==> config.mk <==
export PLATFORM = sky130hd
export DESIGN_NAME = rr_sel_4_flat
export DESIGN_NICKNAME = d
export VERILOG_FILES = /design/src/rtl/rr_sel_4_if.sv /design/src/rtl/rr_sel_4.sv /design/src/flat_wrapper.sv
export SDC_FILE = /design/constraint.sdc
export NUM_CORES = 1
export LEC_CHECK = 0
export BUFFER_PORTS_ARGS = -buffer_cell sky130_fd_sc_hd__buf_4
export CAP_MARGIN = 20
export CORE_MARGIN = 2
export CORE_UTILIZATION = 50
export DETAILED_ROUTE_END_ITERATION = 6
export GPL_TIMING_DRIVEN = 0
export MAX_ROUTING_LAYER = met4
export PLACE_DENSITY = 0.7
export SYNTH_ARGS = -nofsm -noshare
export SYNTH_HDL_FRONTEND = slang
export SYNTH_SLANG_ARGS = --single-unit
export TNS_END_PERCENT = 20
==> constraint.sdc <==
create_clock -name clk -period 1.9 [get_ports clk]
set_clock_uncertainty 0.05 [all_clocks]
set_input_delay 0.19 -clock clk [delete_from_list [all_inputs] [get_ports clk]]
set_output_delay 0.19 -clock clk [all_outputs]
set_load 0.02 [all_outputs]
==> src/rtl/rr_sel_4_if.sv <==
// rr_sel_4_if
//   Bundles the request/grant handshake between the requesters and the
//   round-robin select generator that steers the 4:1 mux.
//
//   Signals:
//     req    [3:0]  request per mux input (bit n requests i_n)
//     done          current owner releases its grant
//     s_0, s_1      registered mux select pair
//     gnt    [3:0]  one-hot grant, zero when idle
//     busy          a grant is active
//     expire        one-cycle pulse: the grant just ended by timeout
//
//   Modports:
//     master  requester side (drives req/done, observes grant outputs)
//     slave   arbiter side (rr_sel_4)
interface rr_sel_4_if;
  logic [3:0] req;
  logic       done;
  logic       s_0;
  logic       s_1;
  logic [3:0] gnt;
  logic       busy;
  logic       expire;

  modport master (output req, done, input s_0, s_1, gnt, busy, expire);
  modport slave  (input req, done, output s_0, s_1, gnt, busy, expire);
endinterface

==> src/rtl/rr_sel_4.sv <==
// rr_sel_4
//   Round-robin select generator sitting directly upstream of a 4:1 mux.
//   Arbitrates four requests, drives the mux select pair so the granted
//   input reaches the mux output, and holds each grant until the owner
//   signals done, drops its request, or the hold limit runs out.
//
//   Parameters:
//     MAX_HOLD  maximum cycles one grant may last (1..255)
//
//   Ports:
//     clk   clock, all state changes on the rising edge
//     rst   synchronous active-high reset
//     bus   rr_sel_4_if.slave: req/done in; s_0/s_1/gnt/busy/expire out
module rr_sel_4 #(
  parameter int MAX_HOLD = 8
) (
  input  logic           clk,
  input  logic           rst,
  rr_sel_4_if.slave      bus
);

  typedef enum logic {IDLE, GRANT} state_t;

  localparam logic [7:0] HOLD_LAST = 8'(MAX_HOLD - 1);

  state_t     state_q, state_d;
  logic [1:0] ptr_q, ptr_d;
  logic [1:0] sel_q, sel_d;
  logic [7:0] hcnt_q, hcnt_d;
  logic [3:0] gnt_q, gnt_d;
  logic       expire_q, expire_d;

  logic [1:0] arb_start;
  logic       arb_found;
  logic [1:0] arb_idx;
  logic       rel_done, rel_drop, rel_time, release_now;

  // Cyclic search starting at k: rotate req so that bit k lands at
  // position 0, then take the lowest set bit and add k back.
  function automatic logic [1:0] arb_pick(input logic [3:0] r, input logic [1:0] k);
    logic [7:0] dbl;
    logic [3:0] rot;
    logic [1:0] idx;
    dbl = {r, r} >> k;
    rot = dbl[3:0];
    idx = k;
    for (int j = 3; j >= 0; j--) begin
      if (rot[j]) idx = k + 2'(j);
    end
    return idx;
  endfunction

  // While a grant is active the owner is sel_q; on release the search
  // starts just past it so the previous owner has lowest priority.
  assign arb_start = (state_q == GRANT) ? sel_q + 2'd1 : ptr_q;
  assign arb_found = |bus.req;
  assign arb_idx   = arb_pick(bus.req, arb_start);

  assign rel_done    = bus.done;
  assign rel_drop    = ~bus.req[sel_q];
  assign rel_time    = (hcnt_q == HOLD_LAST);
  assign release_now = rel_done | rel_drop | rel_time;

  always_comb begin
    state_d  = state_q;
    ptr_d    = ptr_q;
    sel_d    = sel_q;
    hcnt_d   = hcnt_q;
    gnt_d    = gnt_q;
    expire_d = 1'b0;
    case (state_q)
      IDLE: begin
        if (arb_found) begin
          state_d = GRANT;
          gnt_d   = 4'b0001 << arb_idx;
          sel_d   = arb_idx;
          hcnt_d  = 8'd0;
        end
      end
      GRANT: begin
        if (release_now) begin
          ptr_d    = sel_q + 2'd1;
          // Timeout only reports when it is the sole reason for release.
          expire_d = rel_time & ~rel_done & ~rel_drop;
          if (arb_found) begin
            gnt_d  = 4'b0001 << arb_idx;
            sel_d  = arb_idx;
            hcnt_d = 8'd0;
          end else begin
            state_d = IDLE;
            gnt_d   = 4'b0000;
          end
        end else begin
          hcnt_d = hcnt_q + 8'd1;
        end
      end
      default: begin
        state_d = IDLE;
        gnt_d   = 4'b0000;
      end
    endcase
  end

  always_ff @(posedge clk) begin
    if (rst) begin
      state_q  <= IDLE;
      ptr_q    <= 2'd0;
      sel_q    <= 2'd0;
      hcnt_q   <= 8'd0;
      gnt_q    <= 4'b0000;
      expire_q <= 1'b0;
    end else begin
      state_q  <= state_d;
      ptr_q    <= ptr_d;
      sel_q    <= sel_d;
      hcnt_q   <= hcnt_d;
      gnt_q    <= gnt_d;
      expire_q <= expire_d;
    end
  end

  assign bus.gnt    = gnt_q;
  assign bus.busy   = (state_q == GRANT);
  assign bus.s_0    = sel_q[0];
  assign bus.s_1    = sel_q[1];
  assign bus.expire = expire_q;

endmodule

==> src/flat_wrapper.sv <==
// flat-port wrapper written by rule: the top's interface ports become plain ports
module rr_sel_4_flat 
#(
  parameter int MAX_HOLD = 8
)
  (clk, rst, bus_req, bus_done, bus_s_0, bus_s_1, bus_gnt, bus_busy, bus_expire);
  rr_sel_4_if bus_i ();
  input  logic clk;
  input  logic rst;
  input wire logic [$bits(bus_i.req)-1:0] bus_req;
  input wire logic [$bits(bus_i.done)-1:0] bus_done;
  output wire logic [$bits(bus_i.s_0)-1:0] bus_s_0;
  output wire logic [$bits(bus_i.s_1)-1:0] bus_s_1;
  output wire logic [$bits(bus_i.gnt)-1:0] bus_gnt;
  output wire logic [$bits(bus_i.busy)-1:0] bus_busy;
  output wire logic [$bits(bus_i.expire)-1:0] bus_expire;
  assign bus_i.req = bus_req;
  assign bus_i.done = bus_done;
  assign bus_s_0 = bus_i.s_0;
  assign bus_s_1 = bus_i.s_1;
  assign bus_gnt = bus_i.gnt;
  assign bus_busy = bus_i.busy;
  assign bus_expire = bus_i.expire;
  rr_sel_4 #(.MAX_HOLD(MAX_HOLD)) u_core (.clk(clk), .rst(rst), .bus(bus_i));
endmodule
# Word-level counts from Yosys, hierarchy flattened

Cells that the tools add are included.

Register bits after elaboration: 18
Bits of input ports: 7
Output and inout bits: 8
Word-level logic and storage cells: 49

Add/subtract/negate cells: 5
$lt $le $gt $ge: 1
Eq/ne operators: 3
Shifts and indexed selects: 2
Muxes and demuxes: 20
Bitwise gates (word level): 8
Reductions and logical operators: 4

Operators by type and width:

| cell                | count |
|---|---|
| $mux 8              | 2 |
| $pmux 8 s2          | 1 |
| $mux 2              | 7 |
| $mux 4              | 3 |
| $add 8x1->8 const B | 1 |
| $eq 8x3->1 const B  | 1 |
| $pmux 4 s2          | 1 |
| $shr 8x2->4         | 1 |
| $add 2x1->2 const B | 2 |
| $add 2x2->2 const B | 2 |
| $not 1->1           | 4 |
| $pmux 2 s2          | 1 |
| $reduce_and 2->1    | 2 |
| $reduce_or 4->1     | 1 |
| $shl 1x2->4 const A | 1 |
| $lt 2x3->1 const B  | 1 |
| $mux 1              | 3 |
| $reduce_or 3->1     | 1 |
| $and 1x1->1         | 2 |
| $bmux 1 s2          | 1 |
| $ne 2x1->1 const B  | 1 |
| $ne 2x2->1 const B  | 1 |
| $or 1x1->1          | 2 |
| $pmux 1 s2          | 1 |

# Longest topological paths before layout

Depth in word-level cells: 11
Mapped depth: 7

# Worst setup path after synthesis

No wires, ideal clock.

Path type: register to register
Start point: register u_core.sel_q[1]
End point: register u_core.sel_q[1]
Setup time: 0.070 ns
Data arrival time: 1.899 ns
Required time: 1.780 ns
Path slack: -0.119 ns
Stages on the path, launching flop included: 7
Buffers on the path: 1
Cells stage by stage: dfxtp_1 -> clkbuf_8 -> mux4_2 -> o41ai_4 -> o21ai_4 -> or4_1 -> a21oi_1

Cells in the longest elaborated chain, start to end: 10
Elaborated cells between the ends (all ways): 19
Those cells by class: 4 x add/sub; 1 x eq/ne; 1 x shift; 10 x mux; 3 x bitwise

RTL lines:

| element                                    | line                           | RTL |
|---|---|---|
| start, declared                            | rr_sel_4.sv:28                 | `logic [1:0] sel_q, sel_d;` |
| start signal, assigned                     | rr_sel_4.sv:115                | `sel_q <= sel_d;` |
| $add 2x1->2                                | rr_sel_4.sv:55                 | `assign arb_start = (state_q == GRANT) ? sel_q + 2'd1 : ptr_q;` |
| $mux 2                                     | rr_sel_4.sv:55                 |  |
| $add 2x2->2 or $shr 8x2->4 (tied branches) | rr_sel_4.sv:48, rr_sel_4.sv:44 |  |
| $mux 2 (4 in series)                       | rr_sel_4.sv:48                 | `if (rot[j]) idx = k + 2'(j);` |
| $mux 2                                     | rr_sel_4.sv:73, rr_sel_4.sv:85 |  |
| $mux 2                                     | rr_sel_4.sv:81                 | `if (release_now) begin` |
| $pmux 2 s2                                 | rr_sel_4.sv:71                 | `case (state_q)` |

Parallel ways exist; a longest one is shown, timed or not. The select of a mux whose other input is x is not followed.
A chain may end at the register's enable or synchronous reset.

# Final worst setup path

Same ends and word-level chain as after synthesis.

==> reports/metrics.csv <==
metric,value,unit
outcome,"finished, violations left",
violated checks,setup timing,
largest net degree at the start of global routing,11,
crit path time final,1.99,ns
remaining global-route overflow,0,
Crit. End Element,register,
Via Count,1078,
Final Core Density,67.1,%
hold_ws,0.106,ns
CP startpoint kind,register,
Setup CP Type,register to register,
post-synth top area cell,dfxtp_1,
required time of the critical path,2.09,ns
Max-slew headroom,66.4,%
die area,0.00264,sq mm
critical path's slowest cell,mux4_2,
Synth top area share,32.1,%
Detail Placement HPWL,1740,microns
# rows,17,
CORE AREA,0.00217,sq mm
"Seq/Total Area, Yosys",32.1,%
Synth Register Bits,18,
initial antenna violation count,0,
Crit path depth,7,
initial core utilization,51.7,%
Max Freq,503,MHz
Worst path top cell family by delay,multiplexers,
Tot Pwr,987,uW
Total GRT Usage,22.7,%
leakage,0.000573,uW
DR pass1 iterations,4,
Critical Path AT,2.18,ns
Horiz. Die Dim,51.4,microns
Async SR Flop Fraction,0,%
clk slew on worst S/H paths,0.11,ns
PortBufs,12,
DRC Markers,0,
"Avg Cell Area, Syn",9.34,sq um
top_reg_cell synth,dfxtp_1,
CTS tree,done,
routed len/inst,15.6,microns
n_diodes,0,
IO Count,15,
clock sinks,18,
final setup violation count,5,
clk_lat worst skew,0.30,ns
Post-synth EDFFs,0,
Nets,158,
CP max stage delay,0.53,ns
1st-iter DRT viols,23,
post-route ant nets,0,
Synth area leaders,"dfxtp_1 32%, mux2i_1 5.4%, clkbuf_8 4.9%",
Layout Area Growth over Synthesis,29.9,%
Mapped Nets,128,
crit path cell chain,buf_8 > mux4_2 > o41ai_4 > buf_4 > o21ai_4 > or4_1 > a21oi_1,
max cap viols,0,
share of layout cells above drive strength 1,42.3,%
Final Max Slew Viols,0,
RSZ-0062 raised after global routing,true,
Peak VDD IR,0.489,mV
DIE HEIGHT,51.4,microns
CP max FO,5,
Fin. Hold Viols,0,
first-pass GRT wire length,4420,microns
vias in the first global route,971,
Slew @ Worst Pin,0.499,ns
CTS Buf Count,3,
PwrDens,677,mW/mm^2
"Period Utilization, post-route",105,%
Vias/cell,6.09,
RePlAce Congestion,0.785,
H-tree levels,1,
synthesized area,0.00112,sq mm
Mapped Cells,120,
Synth Warn #,0,
Synth cell types,44,
clk root buf,clkbuf_4,
setup ws final,-0.0900,ns
pre-CTS setup slack,-0.246,ns
worst reg2reg path depth,7,
Clock Path Buffers,2,
Bufs and invs on worst path,2,
WL final,2760,microns
setup tns final,-0.295,ns
type of the worst min-delay path,primary input to register,
worst hold path cell count,3,
## power by group
part           internal, uW  switching, uW  leakage [uW]
Clock                   117            127     0.0000210
Sequential              399           16.4      0.000149
Combinational           163            165      0.000403
Total                   678            308      0.000573
## routing by layer
| metal | share of wire (%) | wire (microns) | global-route usage, % |
|---|---|---|---|
| met1 | 43 | 1180 | 27.0 |
| met2 | 53 | 1460 | 39.6 |
| met3 | 3.1 | 86 | 2.63 |
| met4 | 1.4 | 39 | 7.89 |
| met5 | 0 | 0 | - |
## repair_timing
| item | in CTS | in global routing |
|---|---|---|
| endpoints found under the setup margin | 14 | 15 |
| gates resized for setup | 13 | 8 |
| setup buffers | 9 | 4 |
| hold buffers | 0 | 0 |
| cloned | 0 | 0 |
| pin swaps | 7 | 3 |
## cell usage in the layout, fill, tap and decap left out, drive strengths merged, types with 5 or more instances in the layout
master,n
nor2,7
or3,7
nand2,10
o41ai,5
buf,29
dfxtp,18
a21oi,8
mux2i,6
clkbuf,9
nor3,5
## cell type report
| type | instances | area [sq um] |
|---|---|---|
| buffer | 9 | 105 |
| clock buffer | 4 | 36.3 |
| fill | 197 | 713 |
| inverter | 3 | 11.3 |
| multi-input combinational | 90 | 711 |
| sequential | 18 | 370 |
| tap | 28 | 35.0 |
| timing repair buffer | 25 | 188 |
## through the flow
stage                     area [sq um]  instances
after detailed placement          1250        160
after floorplan                   1120        120
after CTS                         1390        173
final                             1460        177
after global routing              1460        177
after global placement            1250        160
## flip-flops by register name, indices dropped and copies added, names as in the netlist
name               count
u_core.hcnt_q          8
u_core.bus.gnt         4
u_core.bus.expire      1
u_core.sel_q           2
u_core.ptr_q           2
u_core.bus.busy        1
## worst register-to-register path, stage by stage, from the launching register on
cell	delay [ns]
dfxtp_2	0.36
buf_8	0.11
mux4_2	0.53
o41ai_4	0.08
buf_4	0.21
o21ai_4	0.07
or4_1	0.40
a21oi_1	0.12
## cells in the mapped netlist, types with 2 or more instances
cell and number:
a21oi_1 8, o41ai_1 4, or3_2 3, nand3_1 4, nand2b_1 4, o31ai_1 3
nor3_1 5, inv_1 3, or3_1 3, and3_1 3, nor2_1 7, clkbuf_8 4
nand2_1 10, mux2i_1 6, a311oi_1 4, dfxtp_1 18, o21ai_0 2, o311a_2 2
or4_1 2
## cells by family after synthesis
kind of cell	Yosys count	synth area share, %
AO/OA/AOI/OAI	34	25.4
flip-flops	18	32.1
AND/OR/NAND/NOR	47	23.0
adder cells (fa/ha/maj)	1	1.12
multiplexers	7	7.37
XOR/XNOR	1	0.781
buffers and inverters	12	10.2
## worst paths after layout
path / startpoint / endpoint / slack [ns]
max reg2reg: u_core.sel_q[1] / u_core.sel_q[1] / -0.09
min reg2reg: u_core.bus.gnt[3] / u_core.bus.gnt[3] / 0.41
max: u_core.sel_q[1] / u_core.sel_q[1] / -0.09
min: bus_req[2] / u_core.bus.busy / 0.11
(Power assumes the default switching activity.)
